===== config.mk =====
export PLATFORM = sky130hd
export DESIGN_NAME = wb_cmd_master
export DESIGN_NICKNAME = d
export VERILOG_FILES = /design/src/rtl/wb_cmd_master.sv
export SDC_FILE = /design/constraint.sdc
export NUM_CORES = 1
export LEC_CHECK = 0
export ABC_CLOCK_PERIOD_IN_PS = 2700
export BUFFER_PORTS_ARGS = -buffer_cell sky130_fd_sc_hd__buf_2
export CAP_MARGIN = 20
export CORE_MARGIN = 3
export CORE_UTILIZATION = 46
export CTS_CLUSTER_DIAMETER = 50
export DETAILED_ROUTE_END_ITERATION = 16
export PLACE_DENSITY = 0.8
export SLEW_MARGIN = 15
export SYNTH_ARGS = -nofsm -noshare
export SYNTH_HDL_FRONTEND = slang
export SYNTH_SLANG_ARGS = --single-unit

===== constraint.sdc =====
create_clock -name wb_clk_i -period 2.7 [get_ports wb_clk_i]
set_clock_uncertainty 0.2 [all_clocks]
set_input_delay 0.27 -clock wb_clk_i [delete_from_list [all_inputs] [get_ports wb_clk_i]]
set_output_delay 0.27 -clock wb_clk_i [all_outputs]
set_load 0.01 [all_outputs]

===== src/rtl/wb_cmd_master.sv =====
// Command/response front end that turns one command at a time into a Wishbone
// classic bus cycle, with a bounded wait for the slave acknowledge.
module wb_cmd_master #(
    parameter int unsigned TIMEOUT  = 255,
    parameter logic [31:0] ERR_DATA = 32'hFFFF_FFFF
) (
    input  logic        wb_clk_i,
    input  logic        wb_rst_i,

    input  logic        cmd_valid,
    output logic        cmd_ready,
    input  logic        cmd_we,
    input  logic [31:0] cmd_adr,
    input  logic [31:0] cmd_dat,
    input  logic [3:0]  cmd_sel,

    output logic        rsp_valid,
    input  logic        rsp_ready,
    output logic [31:0] rsp_dat,
    output logic        rsp_err,

    output logic        wbm_cyc_o,
    output logic        wbm_stb_o,
    output logic        wbm_we_o,
    output logic [31:0] wbm_adr_o,
    output logic [31:0] wbm_dat_o,
    output logic [3:0]  wbm_sel_o,
    input  logic        wbm_ack_i,
    input  logic [31:0] wbm_dat_i
);

    typedef enum logic [1:0] {
        IDLE = 2'd0,
        BUS  = 2'd1,
        RESP = 2'd2
    } state_t;

    localparam logic [15:0] WAIT_LAST = 16'(TIMEOUT - 1);

    state_t      state;
    state_t      next_state;
    logic [15:0] wait_cnt;
    logic        accept;
    logic        timeout_hit;
    logic        rsp_take;

    assign cmd_ready = (state == IDLE);

    always_comb begin
        accept      = (state == IDLE) && cmd_valid;
        // An acknowledge in the final allowed cycle takes priority over the timeout.
        timeout_hit = (state == BUS) && !wbm_ack_i && (wait_cnt == WAIT_LAST);
        rsp_take    = (state == RESP) && rsp_ready;
        next_state  = state;
        case (state)
            IDLE:    if (cmd_valid) next_state = BUS;
            BUS:     if (wbm_ack_i || timeout_hit) next_state = RESP;
            RESP:    if (rsp_ready) next_state = IDLE;
            default: next_state = IDLE;
        endcase
    end

    always_ff @(posedge wb_clk_i) begin
        if (wb_rst_i) begin
            state <= IDLE;
        end else begin
            state <= next_state;
        end
    end

    always_ff @(posedge wb_clk_i) begin
        if (wb_rst_i) begin
            wbm_cyc_o <= 1'b0;
            wbm_stb_o <= 1'b0;
            wbm_we_o  <= 1'b0;
            wbm_adr_o <= '0;
            wbm_dat_o <= '0;
            wbm_sel_o <= '0;
            wait_cnt  <= '0;
            rsp_valid <= 1'b0;
            rsp_err   <= 1'b0;
            rsp_dat   <= '0;
        end else if (accept) begin
            wbm_cyc_o <= 1'b1;
            wbm_stb_o <= 1'b1;
            wbm_we_o  <= cmd_we;
            wbm_adr_o <= cmd_adr;
            wbm_dat_o <= cmd_dat;
            wbm_sel_o <= cmd_sel;
            wait_cnt  <= '0;
        end else if (state == BUS) begin
            if (wbm_ack_i) begin
                wbm_cyc_o <= 1'b0;
                wbm_stb_o <= 1'b0;
                wbm_we_o  <= 1'b0;
                rsp_valid <= 1'b1;
                rsp_err   <= 1'b0;
                rsp_dat   <= wbm_we_o ? '0 : wbm_dat_i;
            end else if (timeout_hit) begin
                wbm_cyc_o <= 1'b0;
                wbm_stb_o <= 1'b0;
                wbm_we_o  <= 1'b0;
                rsp_valid <= 1'b1;
                rsp_err   <= 1'b1;
                rsp_dat   <= ERR_DATA;
            end else begin
                wait_cnt  <= wait_cnt + 16'd1;
            end
        end else if (rsp_take) begin
            rsp_valid <= 1'b0;
        end
    end

endmodule


---- Word level (Yosys, flattened, before mapping) ----
Cells that the tools add are included.
storage, ports and cells
  bits in registers ....................... 122
  latch bits .............................. 0
  memory bits (writable) .................. 0
  bits in read-only memories .............. 0
  bits of input ports ..................... 106
  output and inout bits ................... 106
  logic and storage cells ................. 55
  memories ................................ 0
operators by class
  $add $sub $neg .......................... 1
  $mul .................................... 0
  div/mod/pow operators ................... 0
  $lt $le $gt $ge ......................... 0
  eq/ne operators ......................... 7
  shift operators ......................... 0
  multiplexer cells ....................... 17
  bitwise logic cells ..................... 3
  reductions and logical operators ........ 17
operators by type and width
  kind                                             count
  two-way mux 32 bit                               3
  adder 16 x 1 -> 16 bit (second input constant)   1
  == test 16 x 8 -> 1 bit (second input constant)  1
  AND reduction 3 bit                              4
  two-way mux 1 bit                                10
  two-way mux 2 bit                                3
  inequality test 2 bit (second input constant)    3
  one-hot mux 2 bit (3 select lines)               1
  nonzero test 2 bit                               3
  logical AND 1 bit                                4
  inequality test 3 bit (second input constant)    1
  inverter 1 bit                                   3
  nonzero test 3 bit                               1
  == test 2 x 1 -> 1 bit (second input constant)   1
  == test 2 bit (second input constant)            1
  logical NOT 2 bit                                1
  AND reduction 2 bit                              1
  OR reduction 2 bit                               1
  logical NOT 1 bit                                1
  logical OR 1 bit                                 1

---- Depth between registers and ports, before layout ----
  depth after elaboration ................. 7
  mapped depth ............................ 8
  depth with buffers taken out ............ 6

---- Worst setup path after synthesis ----
OpenSTA, ideal clock, no wires.
  path kind ............................... register to register
  start ................................... register wait_cnt[0]
  end ..................................... register rsp_dat[10]
  library setup time ...................... 0.134 ns
  arrival time ............................ 1.845 ns
  data required time ...................... 2.366 ns
  path slack .............................. 0.521 ns
  cell stages (with the launch flop) ...... 9
  buffers on the path ..................... 2
  clock period less this slack ............ 2.179 ns
  path through ............................ dfxtp_1 inv_1 ha_1 and4b_1 and4_1 clkbuf_1 o21ai_1 clkbuf_1 a211oi_1
on the way
  longest elaborated chain between the ends .. 4
ends and longest elaborated chain
  item                                  RTL line  source
  start: declaration                    42        logic [15:0] wait_cnt;
  start signal: assignment              107       wait_cnt <= wait_cnt + 16'd1;
  == test 16 x 8 -> 1 bit               52        timeout_hit = (state == BUS) && !wbm_ack_i && (wait_cnt == WAIT_LAST);
  logical AND 1 bit                     52
  nonzero test 2 bit (no source line)   -
  AND reduction 3 bit (no source line)  -
  end signal: assignment                98        rsp_dat <= wbm_we_o ? '0 : wbm_dat_i;
  end: declaration                      19        output logic [31:0] rsp_dat,
No other way between the ends.
A chain may end at the register's enable or synchronous reset.

---- Worst setup path in the final report ----
  start ................................... register wait_cnt[11]
  end ..................................... register rsp_dat[21]
Same word-level chain as after synthesis.

==> impl_metrics.tcl <==
set metrics [dict create \
    status "finished clean" \
    drv_cap 0 \
    ant_nets 0 \
    drc 0 \
    multi_input_area_um2 1850 \
    end_kind "register" \
    r2r_cells 5 \
    vdd_drop_max_v 0.000476 \
    r2r_slack_ns 0.32 \
    p_leak_nw 3.27 \
    portBuffers 211 \
    wire_per_inst_um 15.9 \
    critPathSlowestCell "and4_1" \
    cts_buffers 17 \
    antenna_found_initial 0 \
    n_fill_cell 630 \
    ys_seq_area_frac 0.532 \
    netlist_area_um2 4590 \
    cts_tree "done" \
    grt_pass1_vias 5351 \
    synth_edf_count 0 \
    synth_cell_types 34 \
    worst_r2r_endpoint "rsp_dat[21]$_SDFFE_PP0P_" \
    seq_area_um2 2440 \
    clk_pin_slew_ns 0.06 \
    cp_data_arrival_time_ns 2.57 \
    fin_cells 1008 \
    htree_num_levels 4 \
    n_antenna_cell 0 \
    pre_cts_ws_ns 0.436 \
    cts_root_buffer "clkbuf_8" \
    final_nets 974 \
    place_inst 873 \
    async_flop_share 0 \
    mostFrequentLayoutCells "buf_2 (210), nand2_1 (144), dfxtp_1 (122)" \
    final-hold-violation-count 0 \
    clockBufferDepth 2 \
    syn-instance-count 566 \
    synth_fp_nets 674 \
    crit_path_max_incr_delay_ns 0.57 \
    routed_wl_mm 16.0 \
    grt_max_degree 66 \
    final_layout_size_suffix_gt1_frac 0.294 \
    synth_seq_cells 122 \
    dr_total_vias 5295 \
    first_iter_violations 393 \
    row_count 35 \
    r2r_start "wait_cnt[11]$_SDFFE_PP0N_" \
    cp-endpoint "rsp_dat[21]$_SDFFE_PP0P_" \
    cts_setup_buffers 0 \
    crit_required_ns 2.89 \
    initial_utilization 0.485 \
    setup_viol 0 \
    fin_crit_sh 0.882 \
    final_common_cell "buf_2" \
    worstPathMaxFanout 25 \
    hold_path.class "in2reg" \
    layout-area-overhead-vs-synth_pct 60.0 \
    worstSetupStartpointType "register" \
    ioPinCount 212 \
    power_mw 4.82 \
    die_w_um 106 \
    worst-setup-path-type "reg2reg" \
    rsz0062_at_grt "false" \
    drv_slew 0 \
    crit_chain "nor4_1 > and4_1 > o21ai_2 > buf_4 > a211oi_1" \
    track_usage 0.283 \
    tightest_slew_ns 0.677 \
    hpwl_mm 8.99 \
    cts_sinks 122 \
    hold_slack_ns 0.0232 \
    dieArea_um2 11200 \
    finalSetupTns_ns 0 \
    synth_ff_type "dfxtp_1" \
    startpoint "wait_cnt[11]$_SDFFE_PP0N_" \
    vias_per_cell 5.25 \
    core_um2 9460 \
    relSlewSlack 0.548 \
    clk_latency_ns 0.50 \
    globalplace.congestion 0.808 \
    fin_crit_ns 2.38 \
    die_h_um 106 \
    max_freq_ghz 0.420 \
    grt-ovfl-total 0 \
    yosys_warnings 0 \
    power_density_nw_per_um2 656 \
    fin_ws_ns 0.320 \
    cts_resized 0 \
    dr.pass1.iters 5 \
    synth_area_per_cell_um2 8.11 \
    grt_pass1_wl_mm 25.5 \
]
-- report_power, final --
group          switching, mW  internal, mW  total, mW
combinational          0.352         0.308      0.661
clock                  0.861          1.34       2.20
sequential            0.0564          1.90       1.96
-- cell usage after synthesis, types with 2 or more instances --
master,number,area share
nand4_1,5,0.0068
inv_1,36,0.029
and4_1,3,0.0057
a211oi_1,34,0.056
ha_1,2,0.0055
nor2_1,6,0.0049
nand2_1,145,0.12
nand3_1,7,0.0076
nor3_1,2,0.0022
nor3b_1,2,0.0033
or4_1,3,0.0049
xnor2_1,2,0.0038
or4_4,2,0.0049
nor4_1,2,0.0027
o211ai_1,2,0.0033
a21oi_1,117,0.13
or3_1,10,0.014
o21ai_0,10,0.011
dfxtp_1,122,0.53
clkbuf_1,40,0.033
-- state kept, by name, indices dropped and copies added (netlist names) --
register   flops
wbm_sel_o      4
wbm_stb_o      1
wait_cnt      16
state          2
wbm_adr_o     32
rsp_err        1
wbm_dat_o     32
wbm_we_o       1
rsp_valid      1
rsp_dat       32
-- metrics by stage --
step                utilization  area, µm²
floorplan                     -       4590
global placement          0.606       5730
detailed placement        0.606       5730
CTS                       0.776       7340
global route              0.776       7340
finish                    0.776       7340
-- worst max-delay path: cells and delay by family, from the launching register on --
family	cells	cell delay (ns)
AO/OA/AOI/OAI	2	0.44
buffers and inverters	1	0.24
flip-flops	1	0.36
AND/OR/NAND/NOR	2	1.03
-- area by class of cell --
class                           instances  area share
Tap cell                              129      0.0220
Clock buffer                           18      0.0569
Inverter                               37      0.0189
Multi-Input combinational cell        365       0.252
Timing Repair Buffer                  323       0.296
Clock inverter                         14      0.0222
Sequential cell                       122       0.333
-- routing by layer --
metal | part of all wire | track usage
met1 | 0.37 | 0.301
met2 | 0.52 | 0.511
met3 | 0.077 | 0.0778
met4 | 0.033 | 0.140
met5 | 0 | 0
-- kinds of logic (layout without fill, tap and decap cells) --
group | after synthesis | after routing | synth area share
compound gates | 167 | 167 | 0.204
xor+xnor | 2 | 2 | 0.00382
fa+ha+maj | 2 | 2 | 0.00545
buf+inv | 79 | 392 | 0.0671
flops | 122 | 122 | 0.532
simple gates | 194 | 194 | 0.187
-- timing repair --
item                       CTS  global route
setup endpoints to repair    0             0
hold buffers               103             0
hold endpoints to repair   104             0
-- worst min-delay path by stage --
stage                                          start                          to  slack [ns]  depth (start not counted)
final                                       wb_rst_i       state[1]$_SDFFE_PP0P_        0.02                          2
after floorplan                            wbm_ack_i        rsp_err$_SDFFE_PP0P_        0.17                          1
after global placement    wbm_dat_o[13]$_SDFFE_PP0P_  wbm_dat_o[13]$_SDFFE_PP0P_        0.24                          2
after CTS                                   wb_rst_i   wbm_dat_o[9]$_SDFFE_PP0P_       0.006                          2
after global routing                       cmd_valid   wbm_dat_o[9]$_SDFFE_PP0P_        0.03                          4
after detailed placement    rsp_dat[29]$_SDFFE_PP0P_    rsp_dat[29]$_SDFFE_PP0P_        0.24                          2
Power figures use the tool's default switching activity.
